## config.mk

```make
export PLATFORM = sky130hd
export DESIGN_NAME = alu_share_ctrl
export DESIGN_NICKNAME = d
export VERILOG_FILES = /design/src/rtl/alu_share_ctrl.sv
export SDC_FILE = /design/constraint.sdc
export NUM_CORES = 1
export LEC_CHECK = 0
export ABC_AREA = 0
export CELL_PAD_IN_SITES_DETAIL_PLACEMENT = 0
export CELL_PAD_IN_SITES_GLOBAL_PLACEMENT = 2
export CORE_ASPECT_RATIO = 2
export CORE_MARGIN = 10
export CORE_UTILIZATION = 38
export DETAILED_ROUTE_END_ITERATION = 7
export DONT_BUFFER_PORTS = 1
export GPL_ROUTABILITY_DRIVEN = 0
export PLACE_DENSITY_LB_ADDON = 0.1
export SLEW_MARGIN = 20
export SYNTH_ARGS = -nofsm -noshare
export SYNTH_HDL_FRONTEND = slang
export SYNTH_SLANG_ARGS = --single-unit
```

## constraint.sdc

```tcl
create_clock -name CLK -period 4.1 [get_ports CLK]
set_clock_uncertainty 0.2 [all_clocks]
set_input_delay 0.615 -clock CLK [delete_from_list [all_inputs] [get_ports CLK]]
set_output_delay 0.615 -clock CLK [all_outputs]
set_load 0.02 [all_outputs]
```

## src/rtl/alu_share_ctrl.sv

```systemverilog
// Round-robin sharing of one ALU between two requesters; result captured LATENCY cycles after accept.
// Illegal opcodes answer one cycle after accept; a held response stalls all new accepts until rsp_ready.
module alu_share_ctrl #(
  parameter int N       = 32,
  parameter int LATENCY = 2
) (
  input  logic         CLK,
  input  logic         Reset_L,
  input  logic         req0_valid,
  output logic         req0_ready,
  input  logic [3:0]   req0_ctrl,
  input  logic [N-1:0] req0_a,
  input  logic [N-1:0] req0_b,
  input  logic         req1_valid,
  output logic         req1_ready,
  input  logic [3:0]   req1_ctrl,
  input  logic [N-1:0] req1_a,
  input  logic [N-1:0] req1_b,
  output logic [3:0]   ALUCtrl,
  output logic [N-1:0] BusA,
  output logic [N-1:0] BusB,
  input  logic [N-1:0] BusW,
  input  logic         Zero,
  output logic         rsp_valid,
  input  logic         rsp_ready,
  output logic         rsp_id,
  output logic [N-1:0] rsp_data,
  output logic         rsp_zero,
  output logic         rsp_err,
  output logic         busy
);

  typedef enum logic [1:0] {
    IDLE = 2'd0,
    EXEC = 2'd1,
    RESP = 2'd2
  } state_t;

  localparam logic [3:0] LP_CNT_INIT = 4'(LATENCY - 1);

  state_t       r_state;
  state_t       w_next;
  logic [3:0]   r_cnt;
  logic         r_rr_last;
  logic [3:0]   r_alu_ctrl;
  logic [N-1:0] r_bus_a;
  logic [N-1:0] r_bus_b;
  logic         r_rsp_vld;
  logic         r_rsp_id;
  logic [N-1:0] r_rsp_data;
  logic         r_rsp_zero;
  logic         r_rsp_err;

  logic         w_idle;
  logic         w_sel;
  logic         w_accept;
  logic         w_illegal;
  logic [3:0]   w_ctrl;
  logic [N-1:0] w_a;
  logic [N-1:0] w_b;

  // On a tie the requester that did not win last time is chosen.
  always_comb begin
    w_idle     = (r_state == IDLE);
    w_sel      = (req0_valid && req1_valid) ? ~r_rr_last : req1_valid;
    w_accept   = w_idle && (req0_valid || req1_valid);
    req0_ready = w_idle && req0_valid && !w_sel;
    req1_ready = w_idle && w_sel;
    w_ctrl     = w_sel ? req1_ctrl : req0_ctrl;
    w_a        = w_sel ? req1_a    : req0_a;
    w_b        = w_sel ? req1_b    : req0_b;
    w_illegal  = (w_ctrl == 4'b0101) || (w_ctrl == 4'b1111);
  end

  always_ff @(posedge CLK or negedge Reset_L) begin
    if (!Reset_L) r_state <= IDLE;
    else          r_state <= w_next;
  end

  always_comb begin
    w_next = r_state;
    case (r_state)
      IDLE: if (w_accept) w_next = w_illegal ? RESP : EXEC;
      EXEC: if (r_cnt == 4'd0) w_next = RESP;
      RESP: if (rsp_ready) w_next = IDLE;
      default: w_next = IDLE;
    endcase
  end

  always_ff @(posedge CLK or negedge Reset_L) begin
    if (!Reset_L) begin
      r_cnt      <= 4'd0;
      r_rr_last  <= 1'b1;
      r_alu_ctrl <= 4'd0;
      r_bus_a    <= '0;
      r_bus_b    <= '0;
      r_rsp_vld  <= 1'b0;
      r_rsp_id   <= 1'b0;
      r_rsp_data <= '0;
      r_rsp_zero <= 1'b0;
      r_rsp_err  <= 1'b0;
    end else begin
      case (r_state)
        IDLE: begin
          if (w_accept) begin
            r_alu_ctrl <= w_ctrl;
            r_bus_a    <= w_a;
            r_bus_b    <= w_b;
            r_rsp_id   <= w_sel;
            r_rr_last  <= w_sel;
            r_cnt      <= LP_CNT_INIT;
            if (w_illegal) begin
              r_rsp_data <= '0;
              r_rsp_zero <= 1'b0;
              r_rsp_err  <= 1'b1;
              r_rsp_vld  <= 1'b1;
            end
          end
        end
        EXEC: begin
          // BusW/Zero are only trusted on this single capture edge.
          if (r_cnt != 4'd0) begin
            r_cnt <= r_cnt - 4'd1;
          end else begin
            r_rsp_data <= BusW;
            r_rsp_zero <= Zero;
            r_rsp_err  <= 1'b0;
            r_rsp_vld  <= 1'b1;
          end
        end
        RESP: begin
          if (rsp_ready) r_rsp_vld <= 1'b0;
        end
        default: r_rsp_vld <= 1'b0;
      endcase
    end
  end

  assign ALUCtrl   = r_alu_ctrl;
  assign BusA      = r_bus_a;
  assign BusB      = r_bus_b;
  assign rsp_valid = r_rsp_vld;
  assign rsp_id    = r_rsp_id;
  assign rsp_data  = r_rsp_data;
  assign rsp_zero  = r_rsp_zero;
  assign rsp_err   = r_rsp_err;
  assign busy      = (r_state != IDLE);

endmodule

```

==> summary.md <==
| Metric | Value |
|---|---|
| Total Wirelength | around 14 mm |
| Post CTS Setup Buffer Count | 0 |
| Core area | 13100 sq um |
| CP max-delay cell | buf_4 |
| Final min period | approximately 2.7 ns |
| Seq/Total Area, Yosys | 54.5% |
| Most common cell after layout, fill and taps aside | dfrtp_1 |
| Power, Total | around 4.8 mW |
| Worst R2R Setup Slack | approximately 1.8 ns |
| Final net count | 655 |
| Final setup fails | 0 |
| Fillers | 1311 |
| Hold-fix buffers, CTS | 1 |
| Slew Limit Fails | 0 |
| Largest net degree at the start of global routing | 112 |
| Max_cap viols | 0 |
| Post-synthesis instance total | ~490 |
| Total negative slack | 0 ns |
| Synthesized area per cell | between 10 and 15 sq um |
| Area grow syn2layout | 8.12% |
| Post-synth top area share | a little over half |
| Buf/Inv on CP | 1 |
| LEAKAGE | 2.55 nW |
| Reg clk slew, reported paths | ~0.070 ns |
| Distinct cell type count after synthesis | 34 |
| # DRC | 0 |
| Via Count | between 3000 and 4000 |
| Dpl cells | a little over 600 |
| Final Instance Count excl. Fillers | around 640 |
| Setup CP Type | reg -> out |
| Worst Reg-to-Reg Cells | 6 |
| Vert. Die Dim | ~180 microns |
| Root buffer cell | clkbuf_16 |
| Starting density of the core | 39.0% |
| Crit Path Max Fanout | 39 |
| Most frequent cells in the layout | dfrtp_1 (110), nand2_1 (104), mux2i_1 (101), o21ai_1 (69), inv_1 (36) |
| Share of layout cells above drive strength 1 | roughly 6.2% |
| Initial DRC count | just over 100 |
| Relative slew slack | a little under three fifths |
| Vias in the first global route | between 3000 and 4000 |
| Clk buf depth | 2 |
| CTS tree | done |
| Setup crit start kind | register |
| Mapped Area | 5100 sq um |
| GRT Resource Usage Total | approximately 15% |
| Critical Path RT | ~3.3 ns |
| Grt total ovfl | 0 |
| Port-buffer cells | 0 |
| Critical path data arrival time | about 1.9 ns |
| Top delay family on crit path | buffers and inverters |
| Initial antenna violation count | 1 |
| Final Hold Vio Count | 0 |
| Clock sink count | between 100 and 150 |
| Worst skew pair latency | 0.34 ns |
| Vias per cell | between 5 and 6 |
| Multi-input logic area | between 2000 and 2500 sq um |
| Period utilization | approximately two thirds |
| Row count | between 50 and 60 |
| Die ar. | approximately 19000 sq um |
| First-pass GRT wire length | roughly 21 mm |
| Htree depth | 3 |
| Worst Max-Slew Pin Slew | 0.675 ns |
| Post-synth net total | 668 |
| Pre-antenna DRT Iters | 4 |
| Outcome | complete, no violations |
| Register bit total from synthesis | 111 |
| Cell taking the most area after synthesis | dfrtp_1 |
| Min Hold Slack | between 0.007 and 0.008 ns |
| Drt wl/cell | around 22 microns |
| Peak VDD IR | around 0.00037 V |
| Resized cells post-CTS | 0 |
| Die Wd | ~100 microns |
| Synth warn | 0 |
| ANT nets after route | 0 |
| Synth area leaders | dfrtp_1 (54%), mux2i_1 (20%), nand2_1 (7.7%) |
| CTS buffer count | 9 |
| Cell area power density | about 900 nW/um^2 |
| Reg-to-Reg Start | r_state[0] |
| Peak Freq | roughly 0.37 GHz |
| Sequential cell area | roughly 2800 sq um |
| Hpwl dp | roughly 11 mm |
| Critical-path cell list | a21boi_4 -> buf_4 -> and2_1 |
| CP max stage delay | ~0.54 ns |
| # IOs | 281 |
| RSZ-0062 raised after global routing | no |
| Worst reg2reg endpoint | rsp_data[9] |
| Tightest Hold Check Type | in -> async |
| Critical Path End Type | primary output |
| Layout Utilization | 42.2% |
[cells in the mapped netlist]
| cell | number |
|---|---|
| a211o_1 | 1 |
| a21boi_2 | 1 |
| a21o_1 | 3 |
| a21oi_1 | 2 |
| a22oi_1 | 1 |
| a41oi_2 | 1 |
| and2_1 | 2 |
| buf_1 | 5 |
| buf_2 | 10 |
| buf_4 | 1 |
| buf_6 | 4 |
| clkbuf_1 | 11 |
| dfrtp_1 | 110 |
| dfstp_2 | 1 |
| ha_1 | 2 |
| inv_1 | 36 |
| mux2i_1 | 101 |
| nand2_1 | 104 |
| nand2b_1 | 1 |
| nand3_1 | 2 |
| nor2_1 | 9 |
| nor2_2 | 1 |
| nor2b_1 | 1 |
| nor3_1 | 1 |
| nor3_2 | 1 |
| nor4_1 | 1 |
| o21a_1 | 1 |
| o21ai_1 | 70 |
| o21ai_2 | 1 |
| o21bai_1 | 1 |
| or3_1 | 1 |
| or3b_1 | 1 |
| xnor2_1 | 2 |
| xor2_1 | 2 |
[worst register-to-register path, cell delays in order, from the launching register on]
cell     delay, ns
dfrtp_1       0.43
nor2b_2       0.17
buf_4         0.35
nand3_1       0.22
o21ai_4       0.09
buf_4         0.50
mux2i_1       0.30
[sequential cells by signal (all words and copies together), names as in the netlist]
register,count
BusB,32
r_rr_last,1
rsp_id,1
rsp_data,32
r_cnt,4
ALUCtrl,4
r_state,2
BusA,32
rsp_err,1
rsp_zero,1
rsp_valid,1
[worst max-delay path by stage]
stage	startpoint	end	slack, ns	cells after the start
finish	r_rr_last	req1_ready	1.42	3
global placement	req1_valid	req1_ready	1.54	3
CTS	r_rr_last	req1_ready	1.38	3
floorplan	req1_valid	req0_ready	1.72	4
global route	r_rr_last	req1_ready	1.31	3
detailed placement	req1_valid	req1_ready	1.50	3
[report_power, final]
group	internal [mW]	switching [mW]
clock	0.437	0.401
sequential	1.63	1.09
combinational	0.519	0.773
[layer usage]
metal / wire, microns / up-vias / GRT usage [%] / part of all wire [%]
met1: 4380 / 1495 / 14.1 / 31
met3: 2020 / 12 / 8.02 / 14
met5: 0 / - / 0 / 0
li1: - / 1598 / - / -
met2: 7590 / 157 / 25.5 / 54
met4: 177 / 0 / 4.48 / 1.2
[per-stage QoR]
step           cell area (sq um)  worst slack [ns]
2_1_floorplan               5100              1.72
3_3_place_gp                5200              1.54
3_5_place_dp                5200              1.50
4_1_cts                     5510              1.38
5_1_grt                     5510              1.31
6_report                    5510              1.42
[cell families (layout without fill, tap and decap cells)]
| logic type | Yosys count | in the layout | share of synthesized area, % |
|---|---|---|---|
| mux | 101 | 101 | 19.8 |
| simple gates | 125 | 125 | 9.84 |
| other cells | 0 | 1 | 0 |
| compound gates | 82 | 82 | 8.83 |
| fa+ha+maj | 2 | 2 | 0.491 |
| xor+xnor | 4 | 4 | 0.687 |
| flops | 111 | 111 | 54.5 |
| buf+inv | 67 | 59 | 5.84 |
[layout make-up]
class / count / share of cell area, %
Sequential cell: 111 / 50.4
Antenna cell: 1 / 0.0454
Timing Repair Buffer: 7 / 1.32
Clock buffer: 11 / 4.40
Multi-Input combinational cell: 314 / 37.2
Inverter: 36 / 2.45
Clock inverter: 5 / 0.726
Tap cell: 152 / 3.45
Power figures use the tool's default switching activity.
